==> config.mk <==
export PLATFORM = sky130hd
export DESIGN_NAME = posit_normalize_pipe
export DESIGN_NICKNAME = d
export VERILOG_FILES = /design/src/rtl/posit_normalize_pipe.sv
export SDC_FILE = /design/constraint.sdc
export NUM_CORES = 1
export LEC_CHECK = 0
export BUFFER_PORTS_ARGS = -buffer_cell sky130_fd_sc_hd__buf_4
export CAP_MARGIN = 20
export CELL_PAD_IN_SITES_DETAIL_PLACEMENT = 0
export CELL_PAD_IN_SITES_GLOBAL_PLACEMENT = 1
export CORE_ASPECT_RATIO = 1.1
export CORE_MARGIN = 1
export CORE_UTILIZATION = 35
export CTS_BUF_LIST = sky130_fd_sc_hd__clkbuf_16
export DETAILED_ROUTE_END_ITERATION = 10
export MAX_ROUTING_LAYER = met4
export PLACE_DENSITY_LB_ADDON = 0.1
export SLEW_MARGIN = 20
export SYNTH_ARGS = -nofsm -noshare
export SYNTH_HDL_FRONTEND = slang
export SYNTH_SLANG_ARGS = --single-unit
==> constraint.sdc <==
create_clock -name clk -period 9.9 [get_ports clk]
set_input_delay 0.495 -clock clk [delete_from_list [all_inputs] [get_ports clk]]
set_output_delay 0.495 -clock clk [all_outputs]
set_load 0.05 [all_outputs]
==> src/rtl/posit_normalize_pipe.sv <==
// Two-stage posit encoder: turns sign/special/scale/fraction/GRS fields into a Posit<N,ES> word,
// rounded to nearest even and saturated to [minpos, maxpos], behind a valid/ready pipeline.
module posit_normalize_pipe #(
  parameter  int POSIT_WIDTH = 32,
  parameter  int POSIT_ES    = 2,
  localparam int SW          = $clog2(POSIT_WIDTH - 1) + POSIT_ES + 1,
  localparam int FW          = POSIT_WIDTH - POSIT_ES - 3
) (
  input  logic                   clk,
  input  logic                   rst_n,
  input  logic                   s_valid,
  output logic                   s_ready,
  input  logic                   sign_i,
  input  logic                   nar_i,
  input  logic                   zero_i,
  input  logic [SW-1:0]          scale_i,
  input  logic [FW-1:0]          fraction_i,
  input  logic                   guard_i,
  input  logic                   round_i,
  input  logic                   sticky_i,
  output logic                   m_valid,
  input  logic                   m_ready,
  output logic [POSIT_WIDTH-1:0] posit_o
);
  localparam int N  = POSIT_WIDTH;
  localparam int ES = POSIT_ES;
  localparam int IW = $clog2(2 * N) + 1;
  // Comparison width holds both the raw scale and the regime arithmetic without truncation.
  localparam int CW = ((SW > IW) ? SW : IW) + 1;
  localparam logic signed [CW-1:0] MAXS = CW'((N - 2) << ES);
  localparam logic signed [CW-1:0] MINS = -MAXS;

  logic en1_s, en2_s;
  logic v1_q, v2_q;
  logic sign_q, nar_q, zero_q, smax_q, smin_q;
  logic [N-2:0] mag_q;
  logic l_q, r_q, st_q;
  logic [N-1:0] posit_q;

  logic signed [CW-1:0] scale_x_s;
  logic signed [IW-1:0] k_s;
  logic                 k_neg_s;
  logic [IW-1:0]        shamt_s;
  logic [N-1:0]         tail_s;
  logic [2*N-1:0]       body_s, ext_s;
  logic [N-2:0]         mag_d;
  logic                 l_d, r_d, st_d, smax_d, smin_d;

  assign en2_s   = ~v2_q | m_ready;
  assign en1_s   = ~v1_q | en2_s;
  assign s_ready = en1_s;
  assign m_valid = v2_q;
  assign posit_o = posit_q;

  assign scale_x_s = {{(CW - SW){scale_i[SW-1]}}, scale_i};
  assign k_s       = IW'(scale_x_s >>> ES);
  assign k_neg_s   = k_s[IW-1];

  generate
    if (ES > 0) begin : g_exp
      assign tail_s = {scale_i[ES-1:0], fraction_i, guard_i, round_i, sticky_i};
    end else begin : g_noexp
      assign tail_s = {fraction_i, guard_i, round_i, sticky_i};
    end
  endgenerate

  // Stage 1: regime run + terminator, then the tail, left-aligned and split into mag/L/R/S.
  always_comb begin
    shamt_s = {IW{1'b0}};
    body_s  = {k_neg_s, tail_s, {(N - 1){1'b0}}};
    ext_s   = {(2 * N){1'b0}};
    if (k_neg_s) begin
      shamt_s = -k_s;
      ext_s   = body_s >> shamt_s;
    end else begin
      shamt_s = k_s + IW'(1);
      ext_s   = ~((~body_s) >> shamt_s);
    end
    mag_d  = ext_s[2*N-1 -: N-1];
    l_d    = ext_s[N+1];
    r_d    = ext_s[N];
    st_d   = |ext_s[N-1:0];
    smax_d = (scale_x_s >= MAXS);
    smin_d = (scale_x_s < MINS);
  end

  // Stage 1 registers: loaded whenever stage 1 can move.
  always_ff @(posedge clk or negedge rst_n) begin
    if (!rst_n) begin
      v1_q   <= 1'b0;
      sign_q <= 1'b0;
      nar_q  <= 1'b0;
      zero_q <= 1'b0;
      smax_q <= 1'b0;
      smin_q <= 1'b0;
      mag_q  <= {(N - 1){1'b0}};
      l_q    <= 1'b0;
      r_q    <= 1'b0;
      st_q   <= 1'b0;
    end else if (en1_s) begin
      v1_q <= s_valid;
      if (s_valid) begin
        sign_q <= sign_i;
        nar_q  <= nar_i;
        zero_q <= zero_i;
        smax_q <= smax_d;
        smin_q <= smin_d;
        mag_q  <= mag_d;
        l_q    <= l_d;
        r_q    <= r_d;
        st_q   <= st_d;
      end
    end
  end

  logic         inc_s;
  logic [N-1:0] sum_s;
  logic [N-2:0] mag_rnd_s, mag_fin_s;
  logic [N-1:0] word_s;

  assign inc_s = r_q & (l_q | st_q);
  assign sum_s = {1'b0, mag_q} + {{(N - 1){1'b0}}, inc_s};

  // Stage 2: round-to-nearest-even, keep inside [minpos, maxpos], apply specials and sign.
  always_comb begin
    mag_rnd_s = sum_s[N-2:0];
    mag_fin_s = {(N - 1){1'b0}};
    word_s    = {N{1'b0}};
    if (sum_s[N-1]) begin
      mag_rnd_s = {(N - 1){1'b1}};
    end else if (sum_s == {N{1'b0}}) begin
      mag_rnd_s = {{(N - 2){1'b0}}, 1'b1};
    end else begin
      mag_rnd_s = sum_s[N-2:0];
    end
    if (smax_q) begin
      mag_fin_s = {(N - 1){1'b1}};
    end else if (smin_q) begin
      mag_fin_s = {{(N - 2){1'b0}}, 1'b1};
    end else begin
      mag_fin_s = mag_rnd_s;
    end
    if (nar_q) begin
      word_s = {1'b1, {(N - 1){1'b0}}};
    end else if (zero_q) begin
      word_s = {N{1'b0}};
    end else if (sign_q) begin
      word_s = ~{1'b0, mag_fin_s} + {{(N - 1){1'b0}}, 1'b1};
    end else begin
      word_s = {1'b0, mag_fin_s};
    end
  end

  // Stage 2 registers: output word holds while the consumer stalls.
  always_ff @(posedge clk or negedge rst_n) begin
    if (!rst_n) begin
      v2_q    <= 1'b0;
      posit_q <= {N{1'b0}};
    end else if (en2_s) begin
      v2_q <= v1_q;
      if (v1_q) begin
        posit_q <= word_s;
      end
    end
  end
endmodule

======== Word level (Yosys, flattened, before mapping) ========
Index checks and enable logic that the tools add are counted.
W data, S select, Z words.
storage, ports and cells
  bits in registers ....................... 73
  input bits .............................. 45
  output and inout bits ................... 34
  logic and storage cells ................. 41
cells by class
  add/subtract/negate cells ............... 4
  order comparisons ....................... 2
  shift-type cells ........................ 2
  multiplexer cells ....................... 8
  bitwise gates (word level) .............. 9
  reductions and logical operators ........ 4
operator list
  operator                 count
  $not A64 Y64             2
  $shr A64 B7 Y64          2
  $mux W31                 4
  $mux W32                 3
  $mux W64                 1
  $add A31 B1 Y32          1
  $add A32 B1 Y32 const B  1
  $logic_not A32 Y1        1
  $not A31 Y32             1
  $reduce_or A32 Y1        1
  $ge A8 B8 Y1 const B     1
  $lt A8 B8 Y1 const B     1
  $add A6 B2 Y7 const B    1
  $neg A6 Y7               1
  $reduce_and A2 Y1        2
  $or A1 B1 Y1             3
  $not A1 Y1               2
  $and A1 B1 Y1            1

======== Depth between registers and ports, before layout ========
Gate-level depths: netlist of the first run.
  depth after elaboration ................. 13
  gate-level depth with buffers ........... 20
  mapped depth without buffers ............ 18

======== Least setup slack after synthesis of the first run ========
No wires, ideal clock.
  kind .................................... input port to flip-flop
  start point ............................. input scale_i[2]
  end point ............................... register st_q
  setup time .............................. 0.126 ns
  data arrival time ....................... 4.270 ns
  data required time ...................... 9.774 ns
  path slack .............................. 5.504 ns
  stages on the path ...................... 18
  buffers on the path ..................... 7
  cells stage by stage .................... buf_4 > inv_2 > buf_1 > buf_2 > buf_2 > ha_1 > buf_6 > buf_6 > buf_6 > mux2_4 > mux4_2 > nor2_1 > nand4_1 > a211oi_2 > o22ai_1 > a2111oi_2 > o221ai_1 > o311a_1
on the way
  word-level cells in the longest chain between the ends .. 5
  elaborated cells between the ends (all ways) .. 7
  those cells by class .................... add/sub (2); shift (2); mux (1); bitwise (1); reduce/logical (1)
RTL lines
  element                 RTL line  RTL
  start: declaration      16        input logic [SW-1:0] scale_i,
  $add A6 B2 Y7           76        shamt_s = k_s + IW'(1);
  $shr A64 B7 Y64         77        ext_s = ~((~body_s) >> shamt_s);
  $not A64 Y64            77
  $mux W64 (*)            72        if (k_neg_s) begin
  $reduce_or A32 Y1 (*)   82        st_d = |ext_s[N-1:0];
  end signal: assignment  111       st_q <= st_d;
  end: declaration        37        logic l_q, r_q, st_q;
Mark *: on every way between the ends. The rest lies on a longest branch, timed or not.
A chain may end at the register's enable or synchronous reset.

======== Worst setup path after layout of the first run ========
Ends and elaborated chain as after synthesis.

==> impl_metrics.py, run 1 <==
metrics = {
    "routing": {
        "final_antenna_net_count": 0,
        "finalWirelength_um": 42600,
        "vias_per_cell": 6.19,
        "dr.pass1.iters": 5,
        "drc": 0,
        "wl_per_cell_um": 24.8,
        "drtIter0Drc": 999,
        "num_vias": 10700,
    },
    "place": {
        "dp_hpwl_um": 33000,
        "placed_cell_area_um2": 10900,
        "post-place-ws_ns": 4.39,
        "dp_cells": 1704,
        "port_buffers": 78,
        "gp_congestion": 1.00,
    },
    "outcome": {
        "status": "finished, final reports clean",
    },
    "cts": {
        "tritoncts": "done",
        "cts.reportedPaths.clkPinSlew_ns": 0.06,
        "cts_buffer_depth": 2,
        "post_cts_buffers": 0,
        "cts_resized": 0,
        "cts_buffers": 9,
        "postCtsHoldBufs": 0,
        "clkLatencyLatePin_ns": 0.36,
        "htreeDepth": 3,
        "cts_root_buf": "clkbuf_16",
        "cts.sinks": 72,
    },
    "critical_path": {
        "cp_common_cell": "buf_4",
        "crit_fanout": 45,
        "crit_path_max_incr_delay_ns": 0.95,
        "worstPathRequired_ns": 10.14,
        "arrival_ns": 5.53,
        "crit_chain": "buf_4 > inv_2 > buf_4 > ha_2 > buf_4 > mux2i_1 > mux2_2 > and2_1 > a211oi_1 > a2111oi_0 > a21oi_1 > a2111oi_2 > o221ai_1 > o311a_1",
        "cp-start-kind": "input port",
        "crit_buf_inv": 4,
        "cpLargestDelayFamily": "compound AO/OA/AOI/OAI gates",
        "ff2ff_setup_slack_ns": 4.95,
        "crit_type": "in -> reg",
        "cp-end-kind": "register",
        "crit_slowest_cell": "ha_2",
    },
    "pwr": {
        "netSwitchingFraction_pct": 46.5,
        "powerDensity_nw_per_um2": 157,
        "leakagePower_nw": 4.38,
        "power_switching_uw": 827,
        "power_frac_clock_pct": 23.3,
        "finalPower_mw": 1.78,
        "p_seq_share_pct": 24.2,
        "vdd.ir_drop.worst_v": 0.000127,
        "p_int_uw": 950,
        "comb_power_share_pct": 52.4,
    },
    "timing": {
        "period_minus_slack_ns": 5.29,
        "fin_worst_hold_slack_ns": 0.218,
        "hold_violations": 0,
        "tightest_slew_ns": 0.993,
        "relSlewSlack_pct": 33.5,
        "final.setup_skew_ns": 0.00676,
        "finalSetupTns_ns": 0,
        "fin_ws_ns": 4.61,
        "setup_viol": 0,
        "rsz0062_at_grt": "no",
        "post-route-period-util_pct": 53.4,
        "slew_violations": 0,
        "fmax_mhz": 189,
    },
    "finish": {
        "final_cell_count_no_fill": 1720,
        "design_area_um2": 11300,
        "syn_to_final_growth_pct": 10.9,
        "layout.nets": 1398,
        "drive_gt1_share_pct": 18.4,
        "antenna_cells": 0,
        "final_common_cell": "nand2_1",
        "fin_util_pct": 39.5,
        "final_cell_mix": "174 x nand2_1, 139 x nor2_1, 105 x o21ai_0",
        "n_fill_cell": 3066,
    },
    "global_route": {
        "grt_pass1_vias": 10300,
        "grt.total_usage_pct": 29.8,
        "overflow": 0,
        "antenna_found_initial": 0,
        "grt_start_max_net_pins": 73,
        "grt_pass1_wl_um": 64800,
    },
    "die": {
        "start_util_pct": 35.6,
        "die_w_um": 165,
        "core_um2": 28600,
        "die_area_um2": 29800,
        "rows": 65,
        "io_pins": 79,
        "die_h_um": 181,
    },
    "synthesis": {
        "ys_ff_latch": 72,
        "ys_types": 103,
        "synthesis.area_um2": 10200,
        "netlist_instances": 1351,
        "async_flop_share_pct": 100,
        "syn_area_per_cell_um2": 7.55,
        "syn-num-nets": 1402,
        "yosys_warnings": 0,
        "synth_edf_count": 0,
        "synth_ff_type": "dfrtp_1",
        "ys_seq_area_share_pct": 17.7,
    },
    "worst_hold_path": {
        "holdCritPathClass": "in -> async",
    },
    "job": {
        "maxCapViolations": 0,
    },
}
[Yosys cell counts (17+ instances only)]
| cell | n | area (um^2) |
|---|---|---|
| mux4_2 | 28 | 631 |
| mux2i_1 | 65 | 651 |
| a21oi_1 | 104 | 521 |
| buf_2 | 30 | 150 |
| nand3_1 | 35 | 175 |
| nand2_1 | 175 | 657 |
| xnor2_1 | 32 | 280 |
| nor4_1 | 19 | 119 |
| nor3_1 | 51 | 255 |
| clkbuf_1 | 60 | 225 |
| xor2_1 | 17 | 149 |
| nand4_1 | 24 | 150 |
| a31oi_1 | 23 | 144 |
| o211ai_1 | 22 | 165 |
| mux2_2 | 44 | 495 |
| dfrtp_1 | 72 | 1800 |
| nor2_1 | 139 | 522 |
| o21ai_0 | 105 | 526 |
[sequential cells by signal (all words and copies together), names as in the netlist]
register  count
sign_q        1
smin_q        1
zero_q        1
r_q           1
v1_q          1
mag_q        31
smax_q        1
m_valid       1
st_q          1
nar_q         1
posit_o      32
[cell type report]
cell class / instances / area, um^2 / area share, %
Clock buffer: 9 / 225 / 1.99
Timing Repair Buffer: 102 / 766 / 6.77
Sequential cell: 72 / 1800 / 15.9
Clock inverter: 7 / 143 / 1.26
Tap cell: 368 / 460 / 4.07
Multi-Input combinational cell: 1153 / 7880 / 69.7
Inverter: 9 / 33.8 / 0.299
[cell families (layout without fill, tap and decap cells)]
| kind of cell | Yosys count | after routing | share of synthesized area [%] |
|---|---|---|---|
| AND/OR/NAND/NOR | 557 | 557 | 27.5 |
| AO/OA/AOI/OAI | 399 | 399 | 25.7 |
| multiplexers | 140 | 140 | 17.9 |
| buffers and inverters | 126 | 127 | 5.87 |
| flip-flops | 72 | 72 | 17.7 |
| XOR/XNOR | 51 | 51 | 4.64 |
| adder cells (fa/ha/maj) | 6 | 6 | 0.736 |
[power by group through the flow]
stage	clock (mW)	combinational [mW]	sequential (mW)
2_1_floorplan	0	0.589	0.482
3_3_place_gp	0	0.926	0.433
3_5_place_dp	0	0.921	0.435
4_1_cts	0.423	0.924	0.429
5_1_grt	0.437	1.00	0.442
6_report	0.414	0.932	0.431
[metal layers]
| layer | GRT usage (%) | vias to the layer above | wire length [um] |
|---|---|---|---|
| met1 | 34.6 | 5054 | 17000 |
| met4 | 17.5 | 0 | 2650 |
| li1 | - | 5063 | - |
| met5 | - | - | 0 |
| met3 | 2.41 | 106 | 1760 |
| met2 | 49.9 | 427 | 21200 |
[worst paths after layout]
path,startpoint,end,cells past startpoint
max reg2reg,mag_q[0],posit_o[30],18
max,scale_i[2],st_q,14
min in group clk,s_valid,v1_q,2
min reg2reg,posit_o[12],posit_o[12],2
max in group asynchronous,rst_n,mag_q[11],1
min,rst_n,posit_o[7],1
Note: power is estimated with default switching activity, not from simulation.
==> run 2, diff against run 1 <==
- clock period: 9.9 -> 4.9 ns (I/O delays scaled with it)
==> run 2 against run 1 <==
Compared with the run above:
- total power increased by 99%
- count of clock-buffer cells in the layout unchanged
- utilization increased by 0.66 points
- register-to-register slack got worse by 4.5 ns
- combinational power increased by 110%
- sequential share of layout area decreased by 0.26 points
- flip-flop and latch count unchanged
- routed wire length decreased by 0.34%
- global-route usage about the same
- final cell count increased by 1.5%
==> impl_metrics.py, run 2 (synthesized netlist as in run 1, its figures left out) <==
metrics = {
    "finish": {
        "drive_gt1_share_pct": 20.1,
        "antenna_cells": 0,
        "final_cell_count_no_fill": 1745,
        "n_fill_cell": 3038,
        "final_common_cell": "nand2_1",
        "largest_register_ffs": 32,
        "syn_to_final_growth_pct": 12.8,
        "design_area_um2": 11500,
        "final_cell_mix": "174 x nand2_1, 138 x nor2_1, 125 x buf_4",
        "layout.nets": 1423,
    },
    "die": {
        "die_w_um": 165,
        "core_um2": 28600,
        "start_util_pct": 35.6,
        "io_pins": 79,
        "rows": 65,
        "die_area_um2": 29800,
        "die_h_um": 181,
    },
    "pwr": {
        "powerDensity_nw_per_um2": 307,
        "finalPower_mw": 3.53,
        "power_frac_clock_pct": 21.1,
        "p_seq_share_pct": 24.4,
        "power_switching_mw": 1.68,
        "comb_power_share_pct": 54.5,
        "netSwitchingFraction_pct": 47.7,
        "vdd.ir_drop.worst_v": 0.000305,
        "leakagePower_nw": 4.48,
        "p_int_mw": 1.85,
    },
    "routing": {
        "drtIter0Drc": 872,
        "vias_per_cell": 6.13,
        "final_antenna_net_count": 0,
        "num_vias": 10700,
        "wl_per_cell_um": 24.3,
        "drc": 0,
        "finalWirelength_um": 42500,
        "dr.pass1.iters": 8,
    },
    "cts": {
        "cts_buffers": 9,
        "tritoncts": "done",
        "clkLatencyLatePin_ns": 0.36,
        "cts.reportedPaths.clkPinSlew_ns": 0.07,
        "cts_root_buf": "clkbuf_16",
        "postCtsHoldBufs": 0,
        "cts_buffer_depth": 2,
        "cts.sinks": 72,
        "htreeDepth": 3,
    },
    "critical_path": {
        "crit_fanout": 8,
        "ff2ff_setup_slack_ns": 0.42,
        "cp-start-kind": "register",
        "arrival_ns": 4.69,
        "crit_type": "reg -> reg",
        "r2r-end": "posit_o[30]",
        "rr_startpoint": "mag_q[0]",
        "r2r_cells": 18,
        "cp-end-kind": "register",
        "worstPathRequired_ns": 5.11,
    },
    "worst_hold_path": {
        "holdCritPathClass": "in -> async",
    },
    "global_route": {
        "grt_pass1_wl_um": 64400,
        "antenna_found_initial": 0,
        "overflow": 0,
        "grt_pass1_vias": 10300,
        "grt_start_max_net_pins": 83,
        "grt.total_usage_pct": 29.8,
    },
    "timing": {
        "tightest_slew_ns": 0.991,
        "setup_viol": 0,
        "post-route-period-util_pct": 91.4,
        "fmax_mhz": 223,
        "relSlewSlack_pct": 33.7,
        "period_minus_slack_ns": 4.48,
        "fin_worst_hold_slack_ns": 0.0186,
        "final.setup_skew_ns": 0.0131,
        "slew_violations": 0,
        "hold_violations": 0,
    },
    "place": {
        "dp_cells": 1729,
        "gp_congestion": 1.01,
        "dp_hpwl_um": 33600,
        "port_buffers": 78,
        "placed_cell_area_um2": 11100,
    },
    "outcome": {
        "status": "finished, final reports clean",
    },
    "job": {
        "maxCapViolations": 0,
    },
}
-- run 2: critical path: stages (launching register included) --
cell,delay (ns)
dfrtp_1,0.37
o21a_1,0.12
ha_1,0.34
ha_2,0.33
and3_2,0.31
nand4_1,0.25
or3_1,0.43
nand4_1,0.10
nor3b_1,0.07
and4_1,0.22
a21boi_0,0.27
ha_1,0.21
nor2b_1,0.16
o21ai_0,0.13
a21oi_1,0.27
nand3_1,0.20
o31ai_1,0.33
xnor2_1,0.15
o21ai_1,0.07
-- run 2: power groups by stage --
stage | clock, mW | sequential [mW] | combinational [mW]
after floorplan | 0 | 0.974 | 1.19
after global placement | 0 | 0.870 | 1.91
after detailed placement | 0 | 0.875 | 1.90
after CTS | 0.762 | 0.864 | 1.90
after global routing | 0.786 | 0.890 | 2.07
final | 0.744 | 0.864 | 1.93
-- run 2: cell type report --
| class | instances | area (um^2) | share of cell area (%) |
|---|---|---|---|
| clock buffers | 9 | 225 | 1.96 |
| clock inverters | 7 | 101 | 0.882 |
| inverters | 9 | 33.8 | 0.294 |
| multi-input cells | 1153 | 7890 | 68.7 |
| flip-flops and latches | 72 | 1800 | 15.7 |
| well taps | 368 | 460 | 4.01 |
| repair buffers | 127 | 978 | 8.51 |
-- run 2: worst max-delay path by stage --
stage	from	endpoint	slack (ns)	cells after the start
6_report	mag_q[0]	posit_o[30]	0.42	18
5_1_grt	mag_q[0]	posit_o[30]	-0.004	18
4_1_cts	mag_q[0]	posit_o[30]	0.28	18
3_5_place_dp	mag_q[0]	posit_o[30]	0.28	18
3_3_place_gp	st_q	posit_o[30]	0.39	18
2_1_floorplan	scale_i[2]	st_q	0.75	18
-- run 2: stage by stage --
step | setup WS (ns) | utilization (%) | setup TNS [ns]
4_1_cts | 0.282 | 40.1 | 0
6_report | 0.420 | 40.2 | 0
3_5_place_dp | 0.280 | 38.9 | 0
5_1_grt | -0.00405 | 40.2 | -0.00405
3_3_place_gp | 0.391 | 38.9 | 0
2_1_floorplan | 0.754 | - | 0
-- run 2: routing by layer --
layer	track usage [%]	vias to the layer above	routed length, um
met2	49.8	388	21000
met4	20.7	0	3290
met3	2.71	119	1530
met1	33.3	5062	16700
met5	-	-	0
li1	-	5126	-
-- run 2: repair_timing --
item | CTS | global route
endpoints found under the hold margin | 0 | 0
gates resized for setup | 0 | 5
endpoints found under the setup margin | 0 | 3
buffers inserted | 0 | 0
==> run 3, diff against run 2 <==
- ABC_AREA: default -> 1
==> run 3 against run 2 <==
Compared with the run above:
- the run now ends with DRC left
- synthesized cell count increased by 36%
- sequential share of layout area increased by 0.77 points
- synthesized area decreased by 3.4%
- first-iteration DRC count decreased by 16%
- maximum frequency increased by 26%
- final cell count increased by 27%
- sequential power increased by 1%
- register-to-register slack improved by 0.93 ns
- largest power group unchanged
- highest routed layer unchanged
==> impl_metrics.py, run 3 <==
metrics = {
    "outcome": {
        "status": "finished with violations",
        "violations": "DRC",
    },
    "pwr": {
        "leakagePower_nw": 5.62,
        "netSwitchingFraction_pct": 51.2,
        "p_seq_share_pct": 23.9,
        "power_frac_clock_pct": 19.8,
        "comb_power_share_pct": 56.3,
        "vdd.ir_drop.worst_v": 0.000216,
        "power_switching_mw": 1.88,
        "finalPower_mw": 3.67,
        "p_int_mw": 1.79,
        "powerDensity_nw_per_um2": 335,
    },
    "synthesis": {
        "synth_top_family_by_area": "simple AND/OR/NAND/NOR gates",
        "yosys.area_share.adder_pct": 0.762,
        "synthTopCellsByArea": "nand2_1 27%, dfrtp_1 18%, nand3_1 10%, o21ai_0 7.2%, nor2_1 6.1%",
        "yosysMostFrequentCell": "nand2_1",
        "async_flop_share_pct": 100,
        "ys_types": 51,
        "syn_area_per_cell_um2": 5.38,
        "yosys-top-cells-count": "720 x nand2_1, 204 x nand3_1, 161 x nor2_1",
        "synth_ff_type": "dfrtp_1",
        "ys_seq_area_share_pct": 18.3,
        "synth_top_area_share_pct": 27.4,
        "synth-simple-area-share_pct": 51.8,
        "ys_ff_latch": 72,
        "synth-compound-area-share_pct": 17.6,
        "yosys_warnings": 0,
        "netlist_instances": 1831,
        "synth_top_cell_by_area": "nand2_1",
        "muxShareOfSynthArea_pct": 0.813,
        "synthesis.area_um2": 9850,
        "synth_edf_count": 0,
        "syn-num-nets": 1882,
        "synth_xor_xnor_area_share_pct": 0.889,
    },
    "timing": {
        "finalSetupTns_ns": 0,
        "relSlewSlack_pct": 37.1,
        "setup_viol": 0,
        "tightest_slew_ns": 0.943,
        "hold_violations": 0,
        "slew_violations": 0,
        "final.setup_skew_ns": 0.00962,
        "period_minus_slack_ns": 3.55,
        "rsz0062_at_grt": "no",
        "post-route-period-util_pct": 72.4,
        "fmax_mhz": 282,
    },
    "routing": {
        "wl_per_cell_um": 18.0,
        "num_vias": 11700,
        "vias_per_cell": 5.28,
        "drc": 2,
        "final_antenna_net_count": 0,
        "dr.pass1.iters": 9,
        "finalWirelength_um": 39900,
        "drtIter0Drc": 731,
    },
    "finish": {
        "drive_gt1_share_pct": 10.3,
        "largest_register_ffs": 32,
        "final_common_cell": "nand2_1",
        "antenna_cells": 0,
        "layout.nets": 1897,
        "final_cell_mix": "720 x nand2_1, 204 x nand3_1, 161 x nor2_1",
        "design_area_um2": 11000,
        "syn_to_final_growth_pct": 11.2,
    },
    "global_route": {
        "grt_pass1_wl_um": 61600,
        "grt_start_max_net_pins": 74,
        "grt_pass1_vias": 11100,
        "antenna_found_initial": 0,
        "grt.total_usage_pct": 29.0,
        "overflow": 0,
    },
    "cts": {
        "post_cts_buffers": 0,
        "cts_buffers": 9,
        "clkLatencyLatePin_ns": 0.35,
        "cts_root_buf": "clkbuf_16",
        "postCtsHoldBufs": 0,
        "tritoncts": "done",
        "cts_resized": 0,
        "htreeDepth": 3,
        "cts.sinks": 72,
        "cts.reportedPaths.clkPinSlew_ns": 0.06,
        "cts_buffer_depth": 2,
    },
    "worst_hold_path": {
        "holdCritPathClass": "in -> async",
    },
    "place": {
        "dp_hpwl_um": 32600,
        "gp_congestion": 0.919,
        "port_buffers": 78,
        "placed_cell_area_um2": 10600,
    },
    "die": {
        "rows": 64,
        "io_pins": 79,
        "die_area_um2": 28800,
        "core_um2": 27700,
        "die_w_um": 162,
        "start_util_pct": 35.5,
        "die_h_um": 178,
    },
    "critical_path": {
        "crit_chain": "o21a_1 > ha_1 > ha_1 > nand2_2 > nor2_4 > nand2_1 > nor2_2 > nand3_1 > nand2_1 > nor2_1 > nand2_1 > nor2_1 > nand3_2 > nand2_1 > inv_1 > ha_1 > nand3_1 > o21ai_4 > nand3_1 > nor2_1 > nand4_1 > nand3_1 > nand2_1",
        "cp-start-kind": "register",
        "cp-end-kind": "register",
        "crit_path_max_incr_delay_ns": 0.38,
        "arrival_ns": 3.78,
        "crit_slowest_cell": "dfrtp_1",
        "crit_type": "reg -> reg",
        "worstPathRequired_ns": 5.14,
        "cp_common_cell": "nand2_1",
        "crit_fanout": 6,
    },
    "job": {
        "maxCapViolations": 0,
    },
}
## run 3: logic make-up after synthesis
group	after synthesis
AOI/OAI and AO/OA	306
xor gates and xnor gates	7
adders and majority gates	6
buffers and inverters	241
DFF	72
muxes	8
and+or+nand+nor	1191
## run 3: layout make-up
| class | instances | area [um^2] |
|---|---|---|
| Clock inverter | 7 | 97.6 |
| Tap cell | 363 | 454 |
| Sequential cell | 72 | 1800 |
| Timing Repair Buffer | 96 | 721 |
| Clock buffer | 9 | 225 |
| Fill cell | 3285 | 16800 |
| Multi-Input combinational cell | 1518 | 7090 |
| Inverter | 149 | 564 |
## run 3: power by group through the flow
stage | combinational [mW] | sequential (mW) | clock (mW)
3_5_place_dp | 2.07 | 0.885 | 0
6_report | 2.07 | 0.876 | 0.725
4_1_cts | 2.08 | 0.875 | 0.738
3_3_place_gp | 2.07 | 0.882 | 0
5_1_grt | 2.30 | 0.896 | 0.754
2_1_floorplan | 1.19 | 1.12 | 0
## run 3: per-layer routing
| layer | GRT usage, % | vias to the layer above | routed length, um |
|---|---|---|---|
| met5 | - | - | 0 |
| met2 | 50.9 | 302 | 20100 |
| met4 | 16.6 | 0 | 2270 |
| met1 | 32.8 | 5304 | 16500 |
| li1 | - | 5992 | - |
| met3 | 1.59 | 99 | 1030 |
## run 3: final timing paths
path	endpoint	depth (start not counted)	slack [ns]	startpoint
worst max-delay path	posit_o[28]	23	1.35	mag_q[0]
worst min register to register	posit_o[29]	2	0.48	posit_o[29]
max in group asynchronous	mag_q[23]	1	4.24	rst_n
worst max register to register	posit_o[28]	23	1.35	mag_q[0]
worst min-delay path	posit_o[27]	1	0.03	rst_n
min in group clk	nar_q	3	0.09	nar_i
## run 3: per-stage QoR
step | hold slack, ns | utilization (%) | cells | setup WS (ns)
2_1_floorplan | -0.0506 | - | 1831 | 1.94
3_3_place_gp | 0.437 | 38.4 | 2198 | 1.19
3_5_place_dp | 0.444 | 38.4 | 2198 | 1.22
4_1_cts | 0.0753 | 39.5 | 2214 | 1.38
5_1_grt | 0.106 | 39.5 | 2214 | 0.865
6_report | 0.0262 | 39.5 | 2214 | 1.35
## run 3: critical path, delay by kind of cell (launching register included)
kind / cells / cell delay (ns)
adder cells (fa/ha/maj): 3 / 0.59
AND/OR/NAND/NOR: 17 / 2.03
AO/OA/AOI/OAI: 2 / 0.35
buffers and inverters: 1 / 0.08
flip-flops: 1 / 0.38
